## src/rtl/time_of_day_pkg.sv

```systemverilog
// time_pkg: shared state/cursor types, field limits, digit helpers
// and the active-low 7-segment table used by time_of_day.
package time_pkg;

    typedef enum logic {RUN, EDIT} state_t;

    typedef enum logic [1:0] {HOUR, MIN, SEC} cursor_t;

    localparam logic [6:0] HOUR_MAX = 7'd23;
    localparam logic [6:0] MS_MAX   = 7'd59;

    // Entry d is the {dp,g..a} pattern for digit d, dp off.
    localparam logic [9:0][7:0] SEG7 = {
        8'h90, 8'h80, 8'hF8, 8'h82, 8'h92,
        8'h99, 8'hB0, 8'hA4, 8'hF9, 8'hC0
    };

    function automatic logic [6:0] wrap_inc(
        input logic [6:0] v,
        input logic [6:0] max
    );
        return (v == max) ? 7'd0 : v + 7'd1;
    endfunction

    function automatic logic [6:0] wrap_dec(
        input logic [6:0] v,
        input logic [6:0] max
    );
        return (v == 7'd0) ? max : v - 7'd1;
    endfunction

    function automatic logic [3:0] tens(input logic [6:0] v);
        return 4'(v / 7'd10);
    endfunction

    function automatic logic [3:0] ones(input logic [6:0] v);
        return 4'(v % 7'd10);
    endfunction

endpackage

```

## src/rtl/time_of_day_if.sv

```systemverilog
// time_of_day_if: shared six-button pad plus mode select.
// master drives up/down/left/right/enter/esc/mode; slave receives them.
interface time_of_day_if;

    logic up;
    logic down;
    logic left;
    logic right;
    logic enter;
    logic esc;
    logic mode;

    modport master (
        output up, down, left, right, enter, esc, mode
    );

    modport slave (
        input up, down, left, right, enter, esc, mode
    );

endinterface

```

## src/rtl/time_of_day_seg7_digit.sv

```systemverilog
// seg7_digit: one decimal digit to active-low {dp,g,f,e,d,c,b,a}.
// Ports: digit (0..9), dp (1 = light the point), seg (pattern).
module seg7_digit
    import time_pkg::*;
(
    input  logic [3:0] digit,
    input  logic       dp,
    output logic [7:0] seg
);

    always_comb begin
        seg = 8'hFF;
        if (digit <= 4'd9) begin
            seg = SEG7[digit];
        end
        seg[7] = ~dp;
    end

endmodule

```

## src/rtl/time_of_day.sv

```systemverilog
// time_of_day: hh:mm:ss clock with button time-set and 6-digit 7-seg output.
// Ports: clk, rst_n (sync, active-low), pad (time_of_day_if.slave buttons),
//   carry_out (midnight pulse), out (6 digits, active-low), norm (1 = RUN),
//   hour/minute/second (live binary time).
// Build option BLINK_EN: blink the selected field instead of lighting its dp.
module time_of_day
    import time_pkg::*;
#(
    parameter int CLK_HZ = 50_000_000
) (
    input  logic         clk,
    input  logic         rst_n,
    time_of_day_if.slave pad,
    output logic         carry_out,
    output logic [47:0]  out,
    output logic         norm,
    output logic [6:0]   hour,
    output logic [6:0]   minute,
    output logic [6:0]   second
);

    localparam int PW = (CLK_HZ > 1) ? $clog2(CLK_HZ) : 1;
    localparam logic [PW-1:0] P_LAST = PW'(CLK_HZ - 1);

    logic [PW-1:0] presc;
    logic [PW-1:0] presc_nx;
    logic          tick;
    logic          commit;
    logic          carry_nx;

    state_t  state;
    state_t  state_nx;
    cursor_t cursor;
    cursor_t cursor_nx;

    logic [6:0] sh_h, sh_m, sh_s;
    logic [6:0] sh_h_nx, sh_m_nx, sh_s_nx;
    logic [6:0] h_nx, m_nx, s_nx;

    assign tick = (presc == P_LAST);

    // Edit FSM; only the highest-priority button is acted on.
    always_comb begin
        state_nx  = state;
        cursor_nx = cursor;
        sh_h_nx   = sh_h;
        sh_m_nx   = sh_m;
        sh_s_nx   = sh_s;
        commit    = 1'b0;
        unique case (state)
            RUN: begin
                if (pad.mode && !pad.esc && pad.enter) begin
                    state_nx  = EDIT;
                    cursor_nx = HOUR;
                    sh_h_nx   = hour;
                    sh_m_nx   = minute;
                    sh_s_nx   = second;
                end
            end
            EDIT: begin
                if (!pad.mode || pad.esc) begin
                    state_nx = RUN;
                end else if (pad.enter) begin
                    state_nx = RUN;
                    commit   = 1'b1;
                end else if (pad.up) begin
                    unique case (cursor)
                        HOUR:    sh_h_nx = wrap_inc(sh_h, HOUR_MAX);
                        MIN:     sh_m_nx = wrap_inc(sh_m, MS_MAX);
                        default: sh_s_nx = wrap_inc(sh_s, MS_MAX);
                    endcase
                end else if (pad.down) begin
                    unique case (cursor)
                        HOUR:    sh_h_nx = wrap_dec(sh_h, HOUR_MAX);
                        MIN:     sh_m_nx = wrap_dec(sh_m, MS_MAX);
                        default: sh_s_nx = wrap_dec(sh_s, MS_MAX);
                    endcase
                end else if (pad.left) begin
                    unique case (cursor)
                        HOUR:    cursor_nx = SEC;
                        MIN:     cursor_nx = HOUR;
                        default: cursor_nx = MIN;
                    endcase
                end else if (pad.right) begin
                    unique case (cursor)
                        HOUR:    cursor_nx = MIN;
                        MIN:     cursor_nx = SEC;
                        default: cursor_nx = HOUR;
                    endcase
                end
            end
        endcase
    end

    always_ff @(posedge clk) begin
        if (!rst_n) begin
            state  <= RUN;
            cursor <= HOUR;
            sh_h   <= '0;
            sh_m   <= '0;
            sh_s   <= '0;
        end else begin
            state  <= state_nx;
            cursor <= cursor_nx;
            sh_h   <= sh_h_nx;
            sh_m   <= sh_m_nx;
            sh_s   <= sh_s_nx;
        end
    end

    // Live time keeps running in EDIT; a commit restarts the second
    // and swallows a tick landing on the same cycle.
    always_comb begin
        h_nx     = hour;
        m_nx     = minute;
        s_nx     = second;
        carry_nx = 1'b0;
        presc_nx = tick ? '0 : presc + PW'(1);
        if (commit) begin
            h_nx     = sh_h;
            m_nx     = sh_m;
            s_nx     = sh_s;
            presc_nx = '0;
        end else if (tick) begin
            if (second == MS_MAX) begin
                s_nx = '0;
                if (minute == MS_MAX) begin
                    m_nx = '0;
                    if (hour == HOUR_MAX) begin
                        h_nx     = '0;
                        carry_nx = 1'b1;
                    end else begin
                        h_nx = hour + 7'd1;
                    end
                end else begin
                    m_nx = minute + 7'd1;
                end
            end else begin
                s_nx = second + 7'd1;
            end
        end
    end

    logic [6:0]  dh, dm, ds;
    logic [5:0]  sel;
    logic [5:0]  dp_on;
    logic [5:0]  blank;
    logic [3:0]  dig [6];
    logic [7:0]  seg [6];
    logic [47:0] out_nx;

    always_comb begin
        dh  = (state == EDIT) ? sh_h : hour;
        dm  = (state == EDIT) ? sh_m : minute;
        ds  = (state == EDIT) ? sh_s : second;
        sel = '0;
        if (state == EDIT) begin
            unique case (cursor)
                HOUR:    sel = 6'b110000;
                MIN:     sel = 6'b001100;
                default: sel = 6'b000011;
            endcase
        end
    end

`ifdef BLINK_EN
    localparam logic [PW-1:0] P_HALF = PW'(CLK_HZ / 2);
    assign dp_on = '0;
    assign blank = (presc >= P_HALF) ? sel : '0;
`else
    assign dp_on = sel;
    assign blank = '0;
`endif

    assign dig[5] = tens(dh);
    assign dig[4] = ones(dh);
    assign dig[3] = tens(dm);
    assign dig[2] = ones(dm);
    assign dig[1] = tens(ds);
    assign dig[0] = ones(ds);

    for (genvar k = 0; k < 6; k++) begin : g_dig
        seg7_digit u_seg (
            .digit (dig[k]),
            .dp    (dp_on[k]),
            .seg   (seg[k])
        );
        assign out_nx[8*k +: 8] = blank[k] ? 8'hFF : seg[k];
    end

    always_ff @(posedge clk) begin
        if (!rst_n) begin
            presc     <= '0;
            hour      <= '0;
            minute    <= '0;
            second    <= '0;
            carry_out <= 1'b0;
            norm      <= 1'b1;
            out       <= {6{8'hC0}};
        end else begin
            presc     <= presc_nx;
            hour      <= h_nx;
            minute    <= m_nx;
            second    <= s_nx;
            carry_out <= carry_nx;
            norm      <= (state_nx == RUN);
            out       <= out_nx;
        end
    end

endmodule

```

## src/flat_wrapper.sv

```systemverilog
// flat-port wrapper written by rule: the top's interface ports become plain ports
module time_of_day_flat import time_pkg::*;
#(
    parameter int CLK_HZ = 50_000_000
)
  (clk, rst_n, carry_out, out, norm, hour, minute, second, pad_up, pad_down, pad_left, pad_right, pad_enter, pad_esc, pad_mode);
  time_of_day_if pad_i ();
  input  logic clk;
  input  logic rst_n;
  output logic carry_out;
  output logic [47:0] out;
  output logic norm;
  output logic [6:0] hour;
  output logic [6:0] minute;
  output logic [6:0] second;
  input wire logic [$bits(pad_i.up)-1:0] pad_up;
  input wire logic [$bits(pad_i.down)-1:0] pad_down;
  input wire logic [$bits(pad_i.left)-1:0] pad_left;
  input wire logic [$bits(pad_i.right)-1:0] pad_right;
  input wire logic [$bits(pad_i.enter)-1:0] pad_enter;
  input wire logic [$bits(pad_i.esc)-1:0] pad_esc;
  input wire logic [$bits(pad_i.mode)-1:0] pad_mode;
  assign pad_i.up = pad_up;
  assign pad_i.down = pad_down;
  assign pad_i.left = pad_left;
  assign pad_i.right = pad_right;
  assign pad_i.enter = pad_enter;
  assign pad_i.esc = pad_esc;
  assign pad_i.mode = pad_mode;
  time_of_day #(.CLK_HZ(CLK_HZ)) u_core (.clk(clk), .rst_n(rst_n), .pad(pad_i), .carry_out(carry_out), .out(out), .norm(norm), .hour(hour), .minute(minute), .second(second));
endmodule
```

## config.mk

```make
export PLATFORM = sky130hd
export DESIGN_NAME = time_of_day_flat
export DESIGN_NICKNAME = d
export VERILOG_FILES = /design/src/rtl/time_of_day_pkg.sv /design/src/rtl/time_of_day_if.sv /design/src/rtl/time_of_day_seg7_digit.sv /design/src/rtl/time_of_day.sv /design/src/flat_wrapper.sv
export SDC_FILE = /design/constraint.sdc
export NUM_CORES = 1
export LEC_CHECK = 0
export BUFFER_PORTS_ARGS = -buffer_cell sky130_fd_sc_hd__buf_2
export CORE_ASPECT_RATIO = 0.7
export CORE_MARGIN = 5
export CORE_UTILIZATION = 55
export DETAILED_ROUTE_END_ITERATION = 10
export PLACE_DENSITY_LB_ADDON = 0.12
export SLEW_MARGIN = 20
export SYNTH_ARGS = -nofsm -noshare
export SYNTH_HDL_FRONTEND = slang
export SYNTH_SLANG_ARGS = --single-unit
```

## constraint.sdc

```tcl
create_clock -name clk -period 3.95 [get_ports clk]
set_input_delay 0.5925 -clock clk [delete_from_list [all_inputs] [get_ports clk]]
set_output_delay 0.5925 -clock clk [all_outputs]
set_load 0.05 [all_outputs]
```

## Word level (Yosys, flattened, before mapping)

Memory sizes are Yosys's and may differ from the RTL's.
Cells that the tools add are included.

- Logic and storage cells: 187
- Memories kept: 6
- Register bits after elaboration: 121
- ROM bits: 768

- Divide/modulo/power cells: 6
- Muxes and demuxes: 77
- Equality and inequality tests: 19
- Add/subtract/negate cells: 10
- Magnitude comparators: 12
- Bitwise logic cells: 12
- Reduce and logical (&&, ||, !) cells: 27

Memory list:

| memory | depth | bits a word | rd ports | clocked after Yosys merged registers in | wr ports | RTL line | RTL |
|---|---|---|---|---|---|---|---|
| (no name shown) | 16 | 8 | 1 | 0 | 0 | time_of_day_seg7_digit.sv:14 | `seg = SEG7[digit];` |
| (no name shown) | 16 | 8 | 1 | 0 | 0 | time_of_day_seg7_digit.sv:14 |  |
| (no name shown) | 16 | 8 | 1 | 0 | 0 | time_of_day_seg7_digit.sv:14 |  |
| (no name shown) | 16 | 8 | 1 | 0 | 0 | time_of_day_seg7_digit.sv:14 |  |
| (no name shown) | 16 | 8 | 1 | 0 | 0 | time_of_day_seg7_digit.sv:14 |  |
| (no name shown) | 16 | 8 | 1 | 0 | 0 | time_of_day_seg7_digit.sv:14 |  |

Operators by type and width:

| cell | count |
|---|---|
| 2-to-1 mux 7 bit | 48 |
| adder 7 x 1 -> 7 bit (second input constant) | 6 |
| 2-to-1 mux 6 bit | 7 |
| case mux 7 bit (2 select lines) | 3 |
| less-than comparator 4 x 5 -> 1 bit (second input constant) | 6 |
| equality test 7 x 6 -> 1 bit (second input constant) | 4 |
| adder 26 x 1 -> 26 bit (second input constant) | 1 |
| equality test 26 bit (second input constant) | 1 |
| <= comparator 4 bit (second input constant) | 6 |
| divider 7 x 4 -> 7 bit (second input constant) | 3 |
| zero test 7 bit | 3 |
| remainder unit 7 x 4 -> 7 bit (second input constant) | 3 |
| subtractor 7 x 1 -> 7 bit (second input constant) | 3 |
| equality test 7 x 5 -> 1 bit (second input constant) | 2 |
| 2-to-1 mux 2 bit | 7 |
| AND reduction 2 bit | 7 |
| != test 2 bit (second input constant) | 6 |
| != test 3 bit (second input constant) | 4 |
| NOT 1 bit | 12 |
| case mux 2 bit (2 select lines) | 3 |
| case mux 6 bit (2 select lines) | 1 |
| AND reduction 6 bit | 2 |
| AND reduction 5 bit | 2 |
| 2-to-1 mux 1 bit | 7 |
| other kinds (12) | 16 |

## Logic depth before layout (Yosys ltp)

- Depth in word-level cells: 9
- Mapped depth: 20

## Cells and area by module

From an unflattened synthesis, not the netlist that was laid out.

- Cells, all modules: 1,125
- Area, all modules: 8,569.5 µm²

By module, submodules not included:

| module | instances | sequential area each (µm²) | area an instance (µm²) | cells an instance |
|---|---|---|---|---|
| time_of_day | 1 | 2,422.3 | 7,308.3 | 939 |
| seg7_digit | 6 | 0.0 | 210.2 | 31 |

## Worst setup path before layout

OpenSTA, ideal clock, no wires.

- Kind: register to register
- From: register u_core.hour[3]
- To: register u_core.out[36]
- Path slack: 0.008 ns
- Cell stages (with the launch flop): 19
- Data required time: 3.884 ns
- Arrival time: 3.876 ns
- Cell sequence: dfxtp_1 > clkbuf_1 > mux2_2 > nor3_1 > a21oi_1 > nor3_1 > a311oi_1 > ha_1 > inv_1 > o22ai_1 > o211ai_2 > a311oi_2 > mux2_2 > inv_1 > ha_1 > nor2_1 > nand2_1 > a31oi_1 > a21boi_2

- Longest elaborated chain between the ends: 5

RTL lines:

| element | RTL line | RTL |
|---|---|---|
| start: declaration | time_of_day.sv:17 | `output logic [6:0] hour,` |
| start signal: assignment | time_of_day.sv:202 | `hour <= h_nx;` |
| 2-to-1 mux 7 bit * | time_of_day.sv:153 | `dh = (state == EDIT) ? sh_h : hour;` |
| remainder unit 7 x 4 -> 7 bit * | time_of_day_pkg.sv:37 | `return 4'(v % 7'd10);` |
| memory (16 x 8 bit) | - |  |
| 2-to-1 mux 7 bit (implied by the code) | time_of_day_seg7_digit.sv:14 |  |
| 2-to-1 mux 6 bit * | time_of_day_seg7_digit.sv:13 | `if (digit <= 4'd9) begin` |
| end signal: assignment | time_of_day.sv:199 | `out <= {6{8'hC0}};` |
| end signal: assignment | time_of_day.sv:207 | `out <= out_nx;` |
| end: declaration | time_of_day.sv:15 | `output logic [47:0] out,` |

Mark *: on every way between the ends. The rest lies on a longest branch, timed or not. The select of a mux whose other input is x is not followed.
A chain may end at the register's enable or synchronous reset.

## Worst setup path after layout

- From: register u_core.state
- To: register u_core.out[19]

- Longest elaborated chain between the ends: 5

RTL lines:

| element | RTL line | RTL |
|---|---|---|
| start: declaration | time_of_day.sv:31 | `state_t state;` |
| start signal: assignment | time_of_day.sv:103 | `state <= state_nx;` |
| 2-to-1 mux 7 bit * | time_of_day.sv:154 | `dm = (state == EDIT) ? sh_m : minute;` |
| remainder unit 7 x 4 -> 7 bit * | time_of_day_pkg.sv:37 |  |
| memory (16 x 8 bit) | - |  |
| 2-to-1 mux 7 bit (implied by the code) | time_of_day_seg7_digit.sv:14 |  |
| 2-to-1 mux 6 bit * | time_of_day_seg7_digit.sv:13 |  |

Marked as above.

==> reports/qor.csv <==
stage,metric,value,unit
drt,drtIter0Drc,1067,
worst_setup_path,crit_type,reg -> reg,
worst_setup_path,startpoint,u_core.state$_SDFF_PN0_,
drt,route.vias.total,8490,
place,dp.cells,1362,
worst_setup_path,critical-path-max-stage-delay,0.43,ns
global_routing,antenna_found_initial,0,
sta,post-route-min-period,3.818,ns
worst_hold_path,worstHoldStart,u_core.presc[0]$_SDFF_PP0_,
worst_setup_path,worstPathMaxFanout,41,
final_layout,diodes,0,
clocking,clkSinkCount,118,
global_routing,grt_use_total,25.28,%
global_routing,grt_pass1_vias,7435,
die,die_area,18200,sq um
final_layout,syn_to_final_growth,15.98,%
sta,fin_worst_skew,0.007442,ns
global_routing,grt-ovfl-total,0,
drt,drtPass1Iterations,5,
worst_setup_path,slowest_stage,dfxtp_4,
die,core_area,15400,sq um
yosys,seq_area_frac_synth,27.59,%
final_layout,stdcell_count,1403,
drt,drt-total-wl,23120,um
power,p_int,2.247,mW
power,leakage,3.963,nW
die,io_pins,80,
worst_setup_path,crit_path_end_kind,flip-flop,
worst_setup_path,cp.arrival,4.14,ns
die,rows,38,
final_layout,layout-drive-gt1-share,19.62,%
final_layout,nets,1242,
die,die_w,159.1,um
drt,via_per_inst,6.051,
final_layout,final_area,9932,sq um
sta,relSlewSlack,30.88,%
sta,setup_viol,0,
yosys,synthTopCellsByArea,"dfxtp_1 (28%), ha_1 (6.3%), a21oi_1 (5.3%)",
power,p_clk_share,46.3,%
sta,finalHoldViolCount,0,
power,p_sw_share,29.23,%
drt,wire_per_inst,16.48,um
yosys,async_flop_share,0,%
sta,fmax,0.2619,GHz
yosys,synth.top_cell.area_share,27.59,%
power,power_switching,928.2,uW
drt,drtAntennaViolNets,0,
yosys,synth_top_area_cell,dfxtp_1,
clocking,cts_inserted_buffers,17,
yosys,netlist_area,8563,sq um
place,dpl.hpwl,16360,um
sta,finalSetupTns,0,ns
yosys,ys_ff_latch,118,
worst_setup_path,crit_family,simple AND/OR/NAND/NOR gates,
sta,worstMarginPinSlew,1.034,ns
global_routing,grt_first_pass_wirelength,38560,um
clocking,ctsHoldBuffers,0,
clocking,path_clk_slew,0.06,ns
place,portBuffers,79,
sta,finalCritPeriodShare,96.67,%
clocking,root_buffer,clkbuf_16,
yosys,synth_area_per_cell,7.750,sq um
yosys,syn-num-nets,1157,
clocking,cts_tree,yes,
yosys,syn_inst,1105,
worst_setup_path,path_buf_inv,2,
clocking,clk_latency,0.43,ns
power,pwr-share-comb,14.2,%
yosys,ys.flop_type,dfxtp_1,
yosys,yosysMostFrequentCell,dfxtp_1,
drt,drc,0,
worst_setup_path,reg2reg_from,u_core.state$_SDFF_PN0_,
worst_setup_path,start_kind,flip-flop,
worst_hold_path,holdCritPathClass,reg -> reg,
power,cellPowerDensity,319.7,nW/um^2
status,status,finished clean,
yosys,synth_common_cells,"dfxtp_1 (118), nor2_1 (113), a21oi_1 (91)",
worst_setup_path,worstPathRequired,4.27,ns
flow_run,maxCapViolCount,0,
die,start_util,55.59,%
sta,slew_violations,0,
die,die_h,114.4,um
power,seq_power_share,39.5,%
place,routabilityCongestion,0.9221,
global_routing,grt_max_degree,49,
clocking,cts_htree_levels,4,
yosys,synth_edf_count,0,
power,irDropWorstVdd,0.2657,mV
yosys,yosys_warnings,0,
clocking,clockBufferDepth,2,
place,dpl_cell_area,9268,sq um
worst_setup_path,crit_path_cell_trace,buf_4 > buf_12 > mux2_2 > o211ai_1 > a21oi_1 > a211oi_2 > ha_2 > o21ai_0 > a21oi_1 > and3_1 > nor2_1 > or2_2 > ha_1 > nor2_1 > nand2_1 > and3_1,
yosys,ys_types,88,
## power groups by stage
stage	registers [mW]	clock network, mW	logic [mW]
after CTS	1.25	1.50	0.442
after floorplan	1.35	0	0.265
after detailed placement	1.28	0	0.439
after global routing	1.26	1.56	0.495
after global placement	1.28	0	0.436
final	1.25	1.47	0.451
## layout by cell type, fill, tap and decap left out, types with 12 or more instances in the layout
cell and count:
buf_2 79, dfxtp_1 117, a31oi_1 22, inv_1 31, ha_1 40, o21ai_0 74
a21oi_1 91, mux2_2 12, nor2b_1 16, a211oi_1 15, nand2_1 84, nand3_1 44
nand4_1 20, and3_1 19, nand2b_1 16, nor3_1 38, o211ai_1 12, nor4_1 15
xor2_1 22, or3_1 12, buf_4 59, mux2i_1 19, nor2_1 113, xnor2_1 15
clkbuf_16 17
## worst register-to-register path, cell delays in order (launching register included)
cell	delay [ns]
dfxtp_4	0.43
buf_4	0.16
buf_12	0.21
mux2_2	0.45
o211ai_1	0.31
a21oi_1	0.13
a211oi_2	0.25
ha_2	0.27
o21ai_0	0.10
a21oi_1	0.15
and3_1	0.23
nor2_1	0.07
or2_2	0.34
ha_1	0.30
nor2_1	0.10
nand2_1	0.05
and3_1	0.17
## area by class of cell
| cell class | instances | area [sq um] |
|---|---|---|
| tap | 200 | 250.2 |
| sequential | 118 | 2366 |
| timing repair buffer | 141 | 898.4 |
| clock buffer | 18 | 429.2 |
| inverter | 32 | 120.1 |
| multi-input combinational | 880 | 5741 |
| clock inverter | 14 | 127.6 |
| fill | 1352 | 5473 |
## flip-flops by register name (all words and copies together) (netlist names)
register	flops
u_core.presc	26
u_core.state	1
u_core.second	7
u_core.carry_out	1
u_core.hour	7
u_core.sh_m	7
u_core.sh_h	7
u_core.out	45
u_core.sh_s	7
u_core.minute	7
u_core.norm	1
u_core.cursor	2
## final timing paths
check / endpoint / cells past startpoint / slack (ns)
worst max-delay path: u_core.out[19]$_SDFF_PN0_ / 16 / 0.13
worst min-delay path: u_core.presc[0]$_SDFF_PP0_ / 1 / 0.50
worst max register to register: u_core.out[19]$_SDFF_PN0_ / 16 / 0.13
worst min register to register: u_core.presc[0]$_SDFF_PP0_ / 1 / 0.50
## through the flow
step / setup slack, ns / hold slack [ns] / power [mW] / utilization [%]
after CTS: 0.08964 / 0.4948 / 3.191 / 63.78
after global placement: 0.2409 / 0.4637 / 1.716 / 60.16
after detailed placement: 0.06806 / 0.4716 / 1.718 / 60.16
after floorplan: 0.007935 / 0.4417 / 1.614 / -
after global routing: -0.02658 / 0.5279 / 3.315 / 64.47
final: 0.1315 / 0.4986 / 3.176 / 64.47
## timing repair
item                                    CTS  global route
setup buffers                             0             9
gates resized for setup                   1             8
pin swaps                                 0             2
endpoints found under the setup margin    1            28
## kinds of logic (layout without fill, tap and decap cells)
kind of cell | after synthesis | count (layout) | share of synthesized area (%)
and+or+nand+nor | 423 | 423 | 24.75
AOI/OAI and AO/OA | 328 | 328 | 25.04
DFF | 118 | 118 | 27.59
buffers and inverters | 107 | 205 | 5.698
muxes | 46 | 46 | 6.414
adders and majority gates | 45 | 45 | 6.531
xor gates and xnor gates | 38 | 38 | 3.974
## per-layer routing
layer  up-vias  share of wire [%]  global-route usage, %
met2       335                 42                  35.34
met4         0                1.0                  5.795
li1       4241                  -                      -
met3        25                8.0                  5.973
met5         -                  0                      0
met1      3889                 49                  39.01
Note: power is estimated with default switching activity, not from simulation.
